### config.mk
export PLATFORM = sky130hd
export DESIGN_NAME = char_grid_writer_flat
export DESIGN_NICKNAME = d
export VERILOG_FILES = /design/src/rtl/char_grid_writer_if.sv /design/src/rtl/char_grid_writer.sv /design/src/flat_wrapper.sv
export SDC_FILE = /design/constraint.sdc
export NUM_CORES = 1
export LEC_CHECK = 0
export ABC_AREA = 1
export CORE_ASPECT_RATIO = 1.1
export CORE_MARGIN = 3
export CORE_UTILIZATION = 48
export CTS_CLUSTER_DIAMETER = 120
export CTS_CLUSTER_SIZE = 12
export DETAILED_ROUTE_END_ITERATION = 8
export PLACE_DENSITY_LB_ADDON = 0.15
export REMOVE_ABC_BUFFERS = 1
export SLEW_MARGIN = 20
export SYNTH_ARGS = -nofsm -noshare
export SYNTH_HDL_FRONTEND = slang
export SYNTH_SLANG_ARGS = --single-unit
export TNS_END_PERCENT = 1
### constraint.sdc
create_clock -name clk -period 1.8 [get_ports clk]
set_input_delay 0.36 -clock clk [delete_from_list [all_inputs] [get_ports clk]]
set_output_delay 0.36 -clock clk [all_outputs]
set_load 0.05 [all_outputs]
### src/rtl/char_grid_writer_if.sv
// Character-stream and cell-write bus between a text source and char_grid_writer.
// The source drives codes and scroll_done; the writer drives the RAM write and cursor outputs.
interface char_grid_writer_if #(
  parameter int unsigned ROW_BIT_LEN = 4,
  parameter int unsigned COL_BIT_LEN = 6,
  parameter int unsigned CHAR_ID_LEN = 8
);
  logic [CHAR_ID_LEN-1:0] idi;
  logic                   we;
  logic                   scroll_done;
  logic                   ready;
  logic                   wr_en;
  logic [ROW_BIT_LEN-1:0] wr_r;
  logic [COL_BIT_LEN-1:0] wr_c;
  logic [CHAR_ID_LEN-1:0] ido;
  logic [ROW_BIT_LEN-1:0] r;
  logic [COL_BIT_LEN-1:0] c;
  logic                   s;
  logic                   clr;

  modport master (
    output idi, we, scroll_done,
    input  ready, wr_en, wr_r, wr_c, ido, r, c, s, clr
  );

  modport slave (
    input  idi, we, scroll_done,
    output ready, wr_en, wr_r, wr_c, ido, r, c, s, clr
  );
endinterface

### src/rtl/char_grid_writer.sv
// Text-console cursor engine: decodes character codes to glyph IDs and emits per-cell RAM
// writes, with a full-screen blank sweep on clear and a scroll handshake plus last-row fill.
module char_grid_writer #(
  parameter int unsigned ROW_NUMBER  = 7,
  parameter int unsigned COL_NUMBER  = 20,
  parameter int unsigned ROW_BIT_LEN = 4,
  parameter int unsigned COL_BIT_LEN = 6,
  parameter int unsigned CHAR_ID_LEN = 8,
  parameter int unsigned BLANK_ID    = 130
) (
  input logic               clk,
  input logic               reset,
  char_grid_writer_if.slave bus
);

  localparam logic [ROW_BIT_LEN-1:0] LastRow   = ROW_BIT_LEN'(ROW_NUMBER - 1);
  localparam logic [COL_BIT_LEN-1:0] LastCol   = COL_BIT_LEN'(COL_NUMBER - 1);
  localparam logic [ROW_BIT_LEN-1:0] RowOne    = ROW_BIT_LEN'(1);
  localparam logic [COL_BIT_LEN-1:0] ColOne    = COL_BIT_LEN'(1);
  localparam logic [CHAR_ID_LEN-1:0] BlankId   = CHAR_ID_LEN'(BLANK_ID);
  localparam logic [CHAR_ID_LEN-1:0] CodeClear = CHAR_ID_LEN'(8'hFF);
  localparam logic [CHAR_ID_LEN-1:0] CodeLf    = CHAR_ID_LEN'(8'h0A);
  localparam logic [CHAR_ID_LEN-1:0] CodeCr    = CHAR_ID_LEN'(8'h0D);
  localparam logic [CHAR_ID_LEN-1:0] CodeBs    = CHAR_ID_LEN'(8'h08);

  typedef enum logic [1:0] {StIdle, StClear, StScrollWait, StRowFill} state_e;

  state_e                 state_q, state_d;
  logic                   ready_q, ready_d;
  logic                   wr_en_q, wr_en_d;
  logic [ROW_BIT_LEN-1:0] wr_r_q, wr_r_d;
  logic [COL_BIT_LEN-1:0] wr_c_q, wr_c_d;
  logic [CHAR_ID_LEN-1:0] ido_q, ido_d;
  logic [ROW_BIT_LEN-1:0] r_q, r_d;
  logic [COL_BIT_LEN-1:0] c_q, c_d;
  logic                   s_q, s_d;
  logic                   clr_q, clr_d;

  function automatic logic [CHAR_ID_LEN-1:0] glyph_of(input logic [CHAR_ID_LEN-1:0] code);
    int unsigned v;
    v = 32'(code);
    if (v >= 48 && v <= 57)        glyph_of = CHAR_ID_LEN'(v - 48);
    else if (v >= 65 && v <= 90)   glyph_of = CHAR_ID_LEN'(v - 55);
    else if (v >= 97 && v <= 122)  glyph_of = CHAR_ID_LEN'(v - 61);
    else if (v >= 128 && v <= 195) glyph_of = CHAR_ID_LEN'(v - 66);
    else                           glyph_of = BlankId;
  endfunction

  // The write-address registers double as the sweep/fill counters while clearing or filling.
  always_comb begin
    state_d = state_q;
    ready_d = ready_q;
    wr_en_d = 1'b0;
    wr_r_d  = wr_r_q;
    wr_c_d  = wr_c_q;
    ido_d   = ido_q;
    r_d     = r_q;
    c_d     = c_q;
    s_d     = 1'b0;
    clr_d   = 1'b0;

    unique case (state_q)
      StIdle: begin
        if (bus.we && ready_q) begin
          if (bus.idi == CodeClear) begin
            r_d     = '0;
            c_d     = '0;
            state_d = StClear;
            ready_d = 1'b0;
            clr_d   = 1'b1;
            wr_en_d = 1'b1;
            wr_r_d  = '0;
            wr_c_d  = '0;
            ido_d   = BlankId;
          end else if (bus.idi == CodeLf) begin
            c_d = '0;
            if (r_q == LastRow) begin
              state_d = StScrollWait;
              ready_d = 1'b0;
              s_d     = 1'b1;
            end else begin
              r_d = r_q + RowOne;
            end
          end else if (bus.idi == CodeCr) begin
            c_d = '0;
          end else if (bus.idi == CodeBs) begin
            if (c_q != '0) begin
              c_d     = c_q - ColOne;
              wr_en_d = 1'b1;
              wr_r_d  = r_q;
              wr_c_d  = c_q - ColOne;
              ido_d   = BlankId;
            end else if (r_q != '0) begin
              r_d     = r_q - RowOne;
              c_d     = LastCol;
              wr_en_d = 1'b1;
              wr_r_d  = r_q - RowOne;
              wr_c_d  = LastCol;
              ido_d   = BlankId;
            end
          end else begin
            wr_en_d = 1'b1;
            wr_r_d  = r_q;
            wr_c_d  = c_q;
            ido_d   = glyph_of(bus.idi);
            if (c_q == LastCol) begin
              c_d = '0;
              if (r_q == LastRow) begin
                state_d = StScrollWait;
                ready_d = 1'b0;
                s_d     = 1'b1;
              end else begin
                r_d = r_q + RowOne;
              end
            end else begin
              c_d = c_q + ColOne;
            end
          end
        end
      end
      StClear: begin
        if (wr_r_q == LastRow && wr_c_q == LastCol) begin
          state_d = StIdle;
          ready_d = 1'b1;
        end else begin
          wr_en_d = 1'b1;
          if (wr_c_q == LastCol) begin
            wr_c_d = '0;
            wr_r_d = wr_r_q + RowOne;
          end else begin
            wr_c_d = wr_c_q + ColOne;
          end
        end
      end
      StScrollWait: begin
        if (bus.scroll_done) begin
          state_d = StRowFill;
          wr_en_d = 1'b1;
          wr_r_d  = LastRow;
          wr_c_d  = '0;
          ido_d   = BlankId;
        end
      end
      StRowFill: begin
        if (wr_c_q == LastCol) begin
          state_d = StIdle;
          ready_d = 1'b1;
        end else begin
          wr_en_d = 1'b1;
          wr_c_d  = wr_c_q + ColOne;
        end
      end
      default: state_d = StIdle;
    endcase
  end

  always_ff @(posedge clk or posedge reset) begin
    if (reset) begin
      state_q <= StIdle;
      ready_q <= 1'b1;
      wr_en_q <= 1'b0;
      wr_r_q  <= '0;
      wr_c_q  <= '0;
      ido_q   <= '0;
      r_q     <= '0;
      c_q     <= '0;
      s_q     <= 1'b0;
      clr_q   <= 1'b0;
    end else begin
      state_q <= state_d;
      ready_q <= ready_d;
      wr_en_q <= wr_en_d;
      wr_r_q  <= wr_r_d;
      wr_c_q  <= wr_c_d;
      ido_q   <= ido_d;
      r_q     <= r_d;
      c_q     <= c_d;
      s_q     <= s_d;
      clr_q   <= clr_d;
    end
  end

  assign bus.ready = ready_q;
  assign bus.wr_en = wr_en_q;
  assign bus.wr_r  = wr_r_q;
  assign bus.wr_c  = wr_c_q;
  assign bus.ido   = ido_q;
  assign bus.r     = r_q;
  assign bus.c     = c_q;
  assign bus.s     = s_q;
  assign bus.clr   = clr_q;

endmodule

### src/flat_wrapper.sv
// flat-port wrapper written by rule: the top's interface ports become plain ports
module char_grid_writer_flat 
#(
  parameter int unsigned ROW_NUMBER  = 7,
  parameter int unsigned COL_NUMBER  = 20,
  parameter int unsigned ROW_BIT_LEN = 4,
  parameter int unsigned COL_BIT_LEN = 6,
  parameter int unsigned CHAR_ID_LEN = 8,
  parameter int unsigned BLANK_ID    = 130
)
  (clk, reset, bus_idi, bus_we, bus_scroll_done, bus_ready, bus_wr_en, bus_wr_r, bus_wr_c, bus_ido, bus_r, bus_c, bus_s, bus_clr);
  char_grid_writer_if #(.ROW_BIT_LEN(ROW_BIT_LEN), .COL_BIT_LEN(COL_BIT_LEN), .CHAR_ID_LEN(CHAR_ID_LEN)) bus_i ();
  input logic clk;
  input logic reset;
  input wire logic [$bits(bus_i.idi)-1:0] bus_idi;
  input wire logic [$bits(bus_i.we)-1:0] bus_we;
  input wire logic [$bits(bus_i.scroll_done)-1:0] bus_scroll_done;
  output wire logic [$bits(bus_i.ready)-1:0] bus_ready;
  output wire logic [$bits(bus_i.wr_en)-1:0] bus_wr_en;
  output wire logic [$bits(bus_i.wr_r)-1:0] bus_wr_r;
  output wire logic [$bits(bus_i.wr_c)-1:0] bus_wr_c;
  output wire logic [$bits(bus_i.ido)-1:0] bus_ido;
  output wire logic [$bits(bus_i.r)-1:0] bus_r;
  output wire logic [$bits(bus_i.c)-1:0] bus_c;
  output wire logic [$bits(bus_i.s)-1:0] bus_s;
  output wire logic [$bits(bus_i.clr)-1:0] bus_clr;
  assign bus_i.idi = bus_idi;
  assign bus_i.we = bus_we;
  assign bus_i.scroll_done = bus_scroll_done;
  assign bus_ready = bus_i.ready;
  assign bus_wr_en = bus_i.wr_en;
  assign bus_wr_r = bus_i.wr_r;
  assign bus_wr_c = bus_i.wr_c;
  assign bus_ido = bus_i.ido;
  assign bus_r = bus_i.r;
  assign bus_c = bus_i.c;
  assign bus_s = bus_i.s;
  assign bus_clr = bus_i.clr;
  char_grid_writer #(.ROW_NUMBER(ROW_NUMBER), .COL_NUMBER(COL_NUMBER), .ROW_BIT_LEN(ROW_BIT_LEN), .COL_BIT_LEN(COL_BIT_LEN), .CHAR_ID_LEN(CHAR_ID_LEN), .BLANK_ID(BLANK_ID)) u_core (.clk(clk), .reset(reset), .bus(bus_i));
endmodule
==> impl_metrics.py <==
metrics = {
    "outcome": {
        "status": "finished clean",
    },
    "floorplan": {
        "initial_core_util": 0.510,
        "die_x_um": 87.0,
        "io_pins": 44,
        "rows": 31,
        "core_area_sq_um": 6790,
        "die-area_sq_um": 8270,
        "die_h_um": 95.1,
    },
    "routing": {
        "initialDrtViolationCount": 381,
        "first_pass_iters": 5,
        "routed_wl_um": 11700,
        "drc_errors": 0,
        "postRouteAntennaNets": 0,
        "wire_per_inst_um": 15.3,
        "vias": 4184,
        "viasPerCell": 5.48,
    },
    "sta": {
        "fin_tns_setup_ns": 0,
        "clock-skew-final_ns": 0.00802,
        "setup_violations": 0,
        "rsz0062_at_grt": "true",
        "setup_slack_ns": 0.0338,
        "min_period_ns": 1.77,
        "fmax_mhz": 566,
        "tightest_slew_ns": 0.371,
        "slew_headroom": 0.753,
        "min_period_over_period": 0.981,
        "final-hold-violation-count": 0,
        "maxSlewViolCount": 0,
    },
    "clock_network": {
        "cts.root.buffer_cell": "clkbuf_8",
        "cts.sinks": 34,
        "cts_max_level": 2,
        "clk_latency_ns": 0.29,
        "clk_path_buf_depth": 2,
        "numCtsBuffers": 5,
        "clkTransAtPathRegs_ns": 0.08,
        "hold_buffers": 0,
        "cts_tree": "built",
    },
    "global_routing": {
        "antenna_found_initial": 0,
        "grt-ovfl-total": 0,
        "grt_pass1_vias": 4153,
        "grt_max_degree": 15,
        "grt_pass1_wl_um": 18800,
        "grt.total_usage": 0.287,
    },
    "worst_setup_path": {
        "crit_type": "input port to register",
        "start_kind": "input port",
        "worstPathRequired_ns": 2.01,
        "end_kind": "register",
        "timing.rr.start": "u_core.bus.c[1]$_DFFE_PP0P_",
        "crit_fanout": 10,
        "arrival_ns": 1.98,
        "r2r-end": "u_core.bus.r[1]$_DFFE_PP0P_",
        "endpoint": "u_core.bus.r[1]$_DFFE_PP0P_",
        "crit_start": "bus_idi[1]",
        "rrSetupSlack_ns": 0.04,
        "worst-r2r-cell-count": 11,
    },
    "pwr": {
        "power.leakage_nw": 2.69,
        "p_seq_frac": 0.406,
        "comb_power_share": 0.199,
        "p_sw_frac": 0.274,
        "p_switching_mw": 0.515,
        "ir_drop_mv": 0.351,
        "clkPwrFrac": 0.395,
        "p_int_mw": 1.36,
        "power_density_nw_per_um2": 373,
    },
    "synthesis": {
        "ys_top_cells_by_area": "dfrtp_1, nand2_1, ha_1",
        "syn_inst": 533,
        "syn_area_per_cell_sq_um": 6.50,
        "ys_ff_latch": 34,
        "synth_edf_count": 0,
        "synth_top_flop_cell": "dfrtp_1",
        "async_reset_ff_frac": 1.00,
        "synth_top_area_cell": "dfrtp_1",
        "yosysWarnings": 0,
        "yosys.area.top_type_share": 0.238,
        "ys_types": 39,
        "yosysSeqAreaShare": 0.246,
        "synthesis.area_sq_um": 3460,
    },
    "layout": {
        "final_cell_mix": "nand2_1, buf_4, inv_1",
        "seqCellArea_sq_um": 855,
        "antennaDiodeCount": 0,
        "multi_input_comb_area_sq_um": 2470,
        "layout_commonest_cell": "nand2_1",
        "nNetsFinal": 720,
        "area_delta_synth_final_pct": 45.4,
        "nFillCells": 542,
        "final_area_sq_um": 5040,
        "drive_above_1_share": 0.346,
    },
    "place": {
        "place.gp.congestion": 0.948,
        "dp_hpwl_um": 8750,
        "port_buffers": 43,
        "pre_cts_ws_ns": -0.744,
        "place_area_sq_um": 4640,
    },
    "job": {
        "maxCapViolations": 0,
    },
    "min_path": {
        "min_path_type": "input port to async pin",
    },
}
==> power groups by stage <==
stage / Combinational (mW) / Sequential, mW / Clock [mW]
after floorplan: 0.169 / 0.778 / 0
after global placement: 0.347 / 0.778 / 0
after detailed placement: 0.352 / 0.778 / 0
after CTS: 0.366 / 0.763 / 0.744
after global routing: 0.409 / 0.763 / 0.771
final: 0.374 / 0.763 / 0.742
==> through the flow <==
stage / hold slack, ns / util / instances / total power [mW]
global route: 0.383 / 0.742 / 764 / 1.94
CTS: 0.347 / 0.721 / 759 / 1.87
global placement: 0.467 / 0.684 / 748 / 1.13
finish: 0.329 / 0.742 / 764 / 1.88
detailed placement: 0.467 / 0.684 / 748 / 1.13
floorplan: 0.490 / - / 522 / 0.947
==> Yosys cell counts (3+ instances only) <==
library cell / n
nand4_1: 13
nand2_1: 146
nor3_1: 8
nand3_1: 50
nand2_2: 3
a21oi_1: 18
o21ai_0: 38
xnor2_1: 4
nor2_1: 48
buf_2: 7
nand3b_1: 3
xor2_1: 19
or2_2: 5
o21ai_1: 8
inv_1: 62
nor2_2: 3
inv_2: 7
nor2_4: 4
ha_1: 26
o22ai_1: 4
dfrtp_1: 33
==> critical path, stage by stage <==
cell     delay, ns
buf_2         0.15
inv_2         0.08
ha_2          0.18
nand3_2       0.09
nor2_4        0.20
buf_4         0.17
buf_6         0.14
nor2_2        0.07
nor2_1        0.19
o21ai_2       0.10
nand2_4       0.11
nand2_1       0.05
o21ai_1       0.07
==> final cells by class <==
cell class	count	share of cell area
clock buffers	6	0.0164
flip-flops and latches	34	0.170
clock inverters	1	0.00596
well taps	82	0.0204
repair buffers	153	0.241
inverters	72	0.0561
multi-input cells	416	0.491
==> what timing repair did <==
action / CTS / global route
gates resized for setup: 46 / 56
endpoints found under the setup margin: 34 / 32
buffers inserted: 4 / 5
pin swaps: 10 / 23
==> cells by family after synthesis <==
logic type	after synthesis	share of synthesized area
compound gates	78	0.127
fa+ha+maj	26	0.0939
flops	34	0.246
xor+xnor	23	0.0581
buf+inv	83	0.0993
simple gates	289	0.376
==> registers in the layout (all words and copies together), names as in the netlist <==
signal            cells
u_core.bus.ido        8
u_core.bus.c          6
u_core.bus.wr_c       6
u_core.bus.r          4
u_core.bus.wr_r       4
u_core.state_q        2
u_core.bus.clr        1
u_core.bus.ready      1
u_core.bus.s          1
u_core.bus.wr_en      1
==> worst min-delay path by stage <==
stage / to / slack, ns / depth (start not counted)
2_1_floorplan: u_core.state_q[1]$_DFFE_PP0P_ / 0.49 / 2
3_3_place_gp: u_core.bus.ido[0]$_DFFE_PP0P_ / 0.47 / 2
3_5_place_dp: u_core.bus.ido[0]$_DFFE_PP0P_ / 0.47 / 2
4_1_cts: u_core.bus.wr_en$_DFF_PP0_ / 0.35 / 2
5_1_grt: u_core.bus.wr_c[2]$_DFFE_PP0P_ / 0.38 / 2
6_report: u_core.bus.wr_en$_DFF_PP0_ / 0.33 / 2
==> routing by layer <==
metal	GRT usage	vias up	share of wire
met5	0	-	0
met4	0.157	0	0.051
met3	0.0363	47	0.056
met2	0.523	187	0.52
met1	0.319	1928	0.37
li1	-	2022	-
Power figures use the tool's default switching activity.
